`config.mk`:
```
export PLATFORM = sky130hd
export DESIGN_NAME = mem_port_arbiter
export DESIGN_NICKNAME = d
export VERILOG_FILES = /design/src/rtl/mem_port_arbiter_pkg.sv /design/src/rtl/mem_port_arbiter_store_lane_align.sv /design/src/rtl/mem_port_arbiter.sv
export SDC_FILE = /design/constraint.sdc
export NUM_CORES = 1
export LEC_CHECK = 0
export ABC_AREA = 1
export ABC_CLOCK_PERIOD_IN_PS = 2850
export BUFFER_PORTS_ARGS = -buffer_cell sky130_fd_sc_hd__buf_4
export CORE_UTILIZATION = 53
export DETAILED_ROUTE_END_ITERATION = 8
export PLACE_DENSITY = 0.95
export SETUP_SLACK_MARGIN = 0.4
export SYNTH_ARGS = -nofsm -noshare
export SYNTH_HDL_FRONTEND = slang
export SYNTH_SLANG_ARGS = --single-unit
```
`constraint.sdc`:
```
create_clock -name clk -period 2.85 [get_ports clk]
set_input_delay 0.57 -clock clk [delete_from_list [all_inputs] [get_ports clk]]
set_output_delay 0.57 -clock clk [all_outputs]
set_load 0.05 [all_outputs]
```
`src/rtl/mem_port_arbiter_pkg.sv`:
```
// Shared definitions for the unified memory port arbiter: FSM state
// encodings and the MemOp access-size codes also used by the control decoder.
package mem_port_arbiter_pkg;

    typedef enum logic [1:0] {
        ST_IDLE   = 2'd0,
        ST_D_BUSY = 2'd1,
        ST_F_BUSY = 2'd2,
        ST_DONE   = 2'd3
    } arbState_e;

    localparam logic [1:0] MEMOP_B = 2'b00;
    localparam logic [1:0] MEMOP_H = 2'b01;
    localparam logic [1:0] MEMOP_W = 2'b10;

    localparam logic [3:0] BE_NONE = 4'b0000;
    localparam logic [3:0] BE_WORD = 4'b1111;

endpackage

```
`src/rtl/mem_port_arbiter_store_lane_align.sv`:
```
// Combinational lane placement for data accesses: derives byte enables,
// replicates store data across the lanes and flags misaligned accesses.
module store_lane_align
    import mem_port_arbiter_pkg::*;
(
    input  logic [1:0]  memop_i,
    input  logic [1:0]  addrLo_i,
    input  logic [31:0] wdata_i,
    output logic [3:0]  be_o,
    output logic [31:0] wdata_o,
    output logic        misalign_o
);

    // Word and the reserved code share the full-width default; byte and half
    // shift their enables to the addressed lane and replicate their data.
    always_comb begin
        be_o       = BE_WORD;
        wdata_o    = wdata_i;
        misalign_o = (addrLo_i != 2'b00);
        case (memop_i)
            MEMOP_B: begin
                be_o       = 4'b0001 << addrLo_i;
                wdata_o    = {4{wdata_i[7:0]}};
                misalign_o = 1'b0;
            end
            MEMOP_H: begin
                be_o       = 4'b0011 << addrLo_i;
                wdata_o    = {2{wdata_i[15:0]}};
                misalign_o = addrLo_i[0];
            end
            default: begin
            end
        endcase
    end

endmodule

```
`src/rtl/mem_port_arbiter.sv`:
```
// Shares the single memory port between instruction fetch and the memory
// stage. Data wins a tie unless it was the last side served, so a pending
// fetch is never starved by back-to-back loads/stores.
module mem_port_arbiter
    import mem_port_arbiter_pkg::*;
#(
    parameter int ADDR_W = 32,
    parameter int DATA_W = 32
) (
    input  logic              clk,
    input  logic              rst_n,
    input  logic              if_req_i,
    input  logic [ADDR_W-1:0] if_addr_i,
    input  logic              if_kill_i,
    output logic [DATA_W-1:0] if_rdata_o,
    output logic              if_valid_o,
    input  logic              d_req_i,
    input  logic              d_we_i,
    input  logic [1:0]        d_memop_i,
    input  logic [ADDR_W-1:0] d_addr_i,
    input  logic [DATA_W-1:0] d_wdata_i,
    output logic [DATA_W-1:0] d_rdata_o,
    output logic              d_valid_o,
    output logic              d_misalign_o,
    output logic              mem_req_o,
    output logic              mem_we_o,
    output logic [ADDR_W-1:0] mem_addr_o,
    output logic [3:0]        mem_be_o,
    output logic [DATA_W-1:0] mem_wdata_o,
    input  logic              mem_ready_i,
    input  logic [DATA_W-1:0] mem_rdata_i,
    output logic              stall_f_o,
    output logic              stall_m_o
);

    localparam logic [ADDR_W-1:0] WORD_MASK = {{(ADDR_W-2){1'b1}}, 2'b00};

    arbState_e         state_q;
    logic              lastData_q;
    logic              fetchKilled_q;
    logic [1:0]        dOffset_q;
    logic              memReq_q;
    logic              memWe_q;
    logic [ADDR_W-1:0] memAddr_q;
    logic [3:0]        memBe_q;
    logic [DATA_W-1:0] memWdata_q;
    logic [DATA_W-1:0] ifRdata_q;
    logic              ifValid_q;
    logic [DATA_W-1:0] dRdata_q;
    logic              dValid_q;
    logic              dMisalign_q;

    logic [3:0]        alignBe;
    logic [31:0]       alignWdata;
    logic              alignMisalign;
    logic              grantData;
    logic              grantFetch;

    store_lane_align u_align (
        .memop_i    (d_memop_i),
        .addrLo_i   (d_addr_i[1:0]),
        .wdata_i    (d_wdata_i),
        .be_o       (alignBe),
        .wdata_o    (alignWdata),
        .misalign_o (alignMisalign)
    );

    // Arbitration decision taken in IDLE: data has priority unless it was
    // served last and a fetch is waiting; a kill blocks the fetch grant.
    always_comb begin
        grantData  = d_req_i && (!if_req_i || !lastData_q);
        grantFetch = !grantData && if_req_i && !if_kill_i;
    end

    // Access sequencer with registered memory-side and completion outputs;
    // request fields are latched at grant so they stay stable while busy.
    always_ff @(posedge clk or negedge rst_n) begin
        if (!rst_n) begin
            state_q       <= ST_IDLE;
            lastData_q    <= 1'b0;
            fetchKilled_q <= 1'b0;
            dOffset_q     <= 2'b00;
            memReq_q      <= 1'b0;
            memWe_q       <= 1'b0;
            memAddr_q     <= '0;
            memBe_q       <= BE_NONE;
            memWdata_q    <= '0;
            ifRdata_q     <= '0;
            ifValid_q     <= 1'b0;
            dRdata_q      <= '0;
            dValid_q      <= 1'b0;
            dMisalign_q   <= 1'b0;
        end else begin
            ifValid_q   <= 1'b0;
            dValid_q    <= 1'b0;
            dMisalign_q <= 1'b0;
            case (state_q)
                ST_IDLE: begin
                    if (grantData) begin
                        lastData_q <= 1'b1;
                        if (alignMisalign) begin
                            state_q     <= ST_DONE;
                            dValid_q    <= 1'b1;
                            dMisalign_q <= 1'b1;
                            dRdata_q    <= '0;
                        end else begin
                            state_q    <= ST_D_BUSY;
                            memReq_q   <= 1'b1;
                            memWe_q    <= d_we_i;
                            memAddr_q  <= d_addr_i & WORD_MASK;
                            memBe_q    <= alignBe;
                            memWdata_q <= alignWdata;
                            dOffset_q  <= d_addr_i[1:0];
                        end
                    end else if (grantFetch) begin
                        lastData_q    <= 1'b0;
                        fetchKilled_q <= 1'b0;
                        state_q       <= ST_F_BUSY;
                        memReq_q      <= 1'b1;
                        memWe_q       <= 1'b0;
                        memAddr_q     <= if_addr_i & WORD_MASK;
                        memBe_q       <= BE_WORD;
                        memWdata_q    <= '0;
                    end
                end
                ST_D_BUSY: begin
                    if (mem_ready_i) begin
                        state_q  <= ST_DONE;
                        memReq_q <= 1'b0;
                        memWe_q  <= 1'b0;
                        memBe_q  <= BE_NONE;
                        dValid_q <= 1'b1;
                        dRdata_q <= mem_rdata_i >> {dOffset_q, 3'b000};
                    end
                end
                ST_F_BUSY: begin
                    if (mem_ready_i) begin
                        state_q  <= ST_DONE;
                        memReq_q <= 1'b0;
                        memBe_q  <= BE_NONE;
                        if (!fetchKilled_q && !if_kill_i) begin
                            ifValid_q <= 1'b1;
                            ifRdata_q <= mem_rdata_i;
                        end
                    end else if (if_kill_i) begin
                        fetchKilled_q <= 1'b1;
                    end
                end
                ST_DONE: begin
                    state_q <= ST_IDLE;
                end
                default: begin
                    state_q <= ST_IDLE;
                end
            endcase
        end
    end

    // Stalls hold each pipeline stage until its own completion pulse.
    always_comb begin
        stall_f_o = if_req_i & ~ifValid_q;
        stall_m_o = d_req_i & ~dValid_q;
    end

    assign mem_req_o    = memReq_q;
    assign mem_we_o     = memWe_q;
    assign mem_addr_o   = memAddr_q;
    assign mem_be_o     = memBe_q;
    assign mem_wdata_o  = memWdata_q;
    assign if_rdata_o   = ifRdata_q;
    assign if_valid_o   = ifValid_q;
    assign d_rdata_o    = dRdata_q;
    assign d_valid_o    = dValid_q;
    assign d_misalign_o = dMisalign_q;

endmodule

```
==> flow_metrics.tcl <==
set metrics [dict create \
    rsz0062_at_grt "no" \
    synth_xor_xnor_area_share_pct 0 \
    yosysMostFrequentCell "nand2_1" \
    place_congestion 0.8808 \
    die_w_um 117.0 \
    grt.overflow.total 0 \
    wl_mm 21.52 \
    min_period_over_period_pct 76.69 \
    dp_cells 1337 \
    stdcell_area_um2 9722 \
    cts_tree "built" \
    io-pin-count 276 \
    vias 7373 \
    grt_max_degree 84 \
    rr_worst_depth 9 \
    cts.clk_slew.worst_paths_ps 60 \
    worst_pin_slew_ps 755.8 \
    max-slew-margin-rel_pct 49.61 \
    synth_top_area_share_pct 50.32 \
    required_ps 3200 \
    p_sw_share_pct 50.22 \
    hp-class "input port to asynchronous set/reset pin" \
    cp.arrival_ps 2530 \
    power.leakage_nw 5.520 \
    grt_pass1_wl_mm 33.34 \
    ys.warnings.count 0 \
    wl_per_cell_um 15.72 \
    synth_top_family_by_area "simple AND/OR/NAND/NOR gates" \
    num-nets-final 1325 \
    clk_path_buf_depth 2 \
    seq_area_frac_synth_pct 50.32 \
    crit_path_max_fanout 62 \
    setup-tns-final_ps 0 \
    cp_cell_sequence "inv_1 > ha_1 > inv_2 > nor2_1 > nand3_2 > nand2_2 > buf_4 > nand3_1 > nand2_1" \
    synth_top_cells_by_count "nand2_1, dfrtp_1, nand3_1, inv_1, o21ai_0" \
    finalNonFillerCells 1369 \
    ys_types 26 \
    worstSetupPathType "flip-flop to flip-flop" \
    yosysTopAreaCell "dfrtp_1" \
    dr.pass1.iters 5 \
    synthMuxAreaShare_pct 0 \
    dieArea_um2 13690 \
    vias_per_cell 5.386 \
    synth_flop_cell "dfrtp_1" \
    track_usage_pct 31.99 \
    synth-edff-count 0 \
    start_util_pct 54.89 \
    seq_area_um2 3528 \
    grt_antenna_before_repair 0 \
    power_frac_comb_pct 54.4 \
    cts_buffers 17 \
    synth_area_leaders "dfrtp_1, nand2_1, nand3_1" \
    cap_violations 0 \
    synth_cells 939 \
    power_density_nw_per_um2 1302 \
    reg2reg_setup_slack_ps 660 \
    layout-drive-gt1-share_pct 27.82 \
    min_period_ps 2186 \
    dieHeight_um 117.0 \
    cp-start-kind "flip-flop" \
    clock_latency_ps 410 \
    clock.fmax_mhz 457.5 \
    p_sw_w 0.006359 \
    synthAdderAreaFrac_pct 0.7138 \
    seq_power_share_pct 27.2 \
    antenna_cells 0 \
    r2r_start "state_q[0]$_DFFE_PN0P_" \
    ys_seq_elements 141 \
    cts_sinks 141 \
    htreeDepth 4 \
    netlist_area_um2 7012 \
    slew_viol_final 0 \
    placed_area_um2 9084 \
    drt_iter0_drc 626 \
    run_status "complete, no violations" \
    p_int_w 0.006303 \
    rows 41 \
    crit_slowest_cell "buf_4" \
    multi_input_area_um2 3000 \
    ant_nets 0 \
    clockRootBuffer "clkbuf_16" \
    cpPeakStageDelay_ps 500 \
    area_growth_pct 38.65 \
    portBuffers 271 \
    grt_pass1_vias 7003 \
    hold_viol_final 0 \
    max-vdd-ir-drop_v 0.0008264 \
    skew_ps 6.314 \
    finalSetupViolCount 0 \
    synthSimpleGateAreaFrac_pct 34.53 \
    synthArstFlopShare_pct 100.0 \
    critPathCaptureType "flip-flop" \
    dpl.hpwl_mm 15.16 \
    drc 0 \
    syn_avg_cell_area_um2 7.467 \
    core_um2 12770 \
    synth_compound_area_share_pct 7.227 \
    fill_cells 866 \
    r2r_end "mem_wdata_o[8]$_DFFE_PN0P_" \
    clkPwrFrac_pct 18.5 \
]
[critical path, delay by kind of cell, from the launching register on]
kind | cells | cell delay (ps)
DFF | 1 | 370
adders and majority gates | 1 | 330
and+or+nand+nor | 5 | 670
buffers and inverters | 3 | 730
[through the flow]
stage | hold slack, ps | util [%] | power (W) | worst slack (ps)
5_1_grt | 265.8 | 76.11 | 0.01336 | 481.2
3_3_place_gp | 454.5 | 71.11 | 0.01012 | 449.6
4_1_cts | 228.5 | 76.07 | 0.01266 | 447.8
2_1_floorplan | 274.4 | - | 0.008172 | 1000
6_report | 182.4 | 76.11 | 0.01266 | 664.4
3_5_place_dp | 459.2 | 71.11 | 0.01028 | 371.8
[cells by family (layout without fill, tap and decap cells)]
| kind of cell | count (synthesis) | in the layout |
|---|---|---|
| adders and majority gates | 4 | 4 |
| other | 1 | 2 |
| AOI/OAI and AO/OA | 91 | 91 |
| and+or+nand+nor | 590 | 590 |
| DFF | 141 | 141 |
| buffers and inverters | 112 | 369 |
[layout by cell type (no fill, tap or decap), types with 7 or more instances in the layout]
| master | n |
|---|---|
| nand3_1 | 127 |
| o211ai_1 | 8 |
| clkbuf_16 | 17 |
| a21oi_1 | 13 |
| nand2_1 | 425 |
| clkinv_2 | 7 |
| o22ai_1 | 8 |
| nor2_1 | 25 |
| inv_1 | 50 |
| o21ai_0 | 50 |
| buf_4 | 281 |
| dfrtp_1 | 141 |
[final cells by class]
type	instances	share of cell area, %
timing repair buffer	283	22.02
clock buffer	20	4.801
inverter	54	2.098
multi-input combinational	687	30.86
tap	172	2.214
clock inverter	12	1.712
sequential	141	36.29
[layer usage]
layer	GRT usage [%]	share of wire (%)	routed length [µm]	vias up
met2	52.62	48	10300	453
met1	37.19	37	8015	3344
li1	-	-	-	3474
met4	21.60	6.0	1286	0
met3	7.930	8.9	1916	102
met5	0	0	0	-
[worst max-delay path by stage]
stage / from / end / slack [ps] / cells after the start
4_1_cts: state_q[0]$_DFFE_PN0P_ / d_rdata_o[28]$_DFFE_PN0P_ / 450 / 8
3_5_place_dp: d_addr_i[1] / d_rdata_o[24]$_DFFE_PN0P_ / 370 / 7
3_3_place_gp: d_addr_i[1] / d_rdata_o[24]$_DFFE_PN0P_ / 450 / 7
5_1_grt: state_q[1]$_DFFE_PN0P_ / mem_wdata_o[23]$_DFFE_PN0P_ / 480 / 9
6_report: state_q[0]$_DFFE_PN0P_ / mem_wdata_o[8]$_DFFE_PN0P_ / 660 / 9
2_1_floorplan: if_valid_o$_DFF_PN0_ / stall_f_o / 1000 / 1
[state kept, by name, summed over array words and instances (netlist names)]
name and cells:
dOffset_q 2, d_misalign_o 1, d_rdata_o 32, d_valid_o 1
fetchKilled_q 1, if_rdata_o 32, if_valid_o 1, lastData_q 1
mem_addr_o 30, mem_be_o 4, mem_req_o 1, mem_wdata_o 32
mem_we_o 1, state_q 2
[power by group through the flow]
stage | registers, W | logic [W] | clock network [W]
final | 0.00344 | 0.00688 | 0.00234
after global routing | 0.00353 | 0.00738 | 0.00245
after CTS | 0.00343 | 0.00687 | 0.00236
after detailed placement | 0.00343 | 0.00685 | 0
after global placement | 0.00342 | 0.00670 | 0
after floorplan | 0.00614 | 0.00203 | 0
[timing repair]
item,in CTS,in global routing
resized for setup,0,1
endpoints found under the setup margin,0,32
buffers inserted,0,0
hold buffers,0,0
Note: power is estimated with default switching activity, not from simulation.
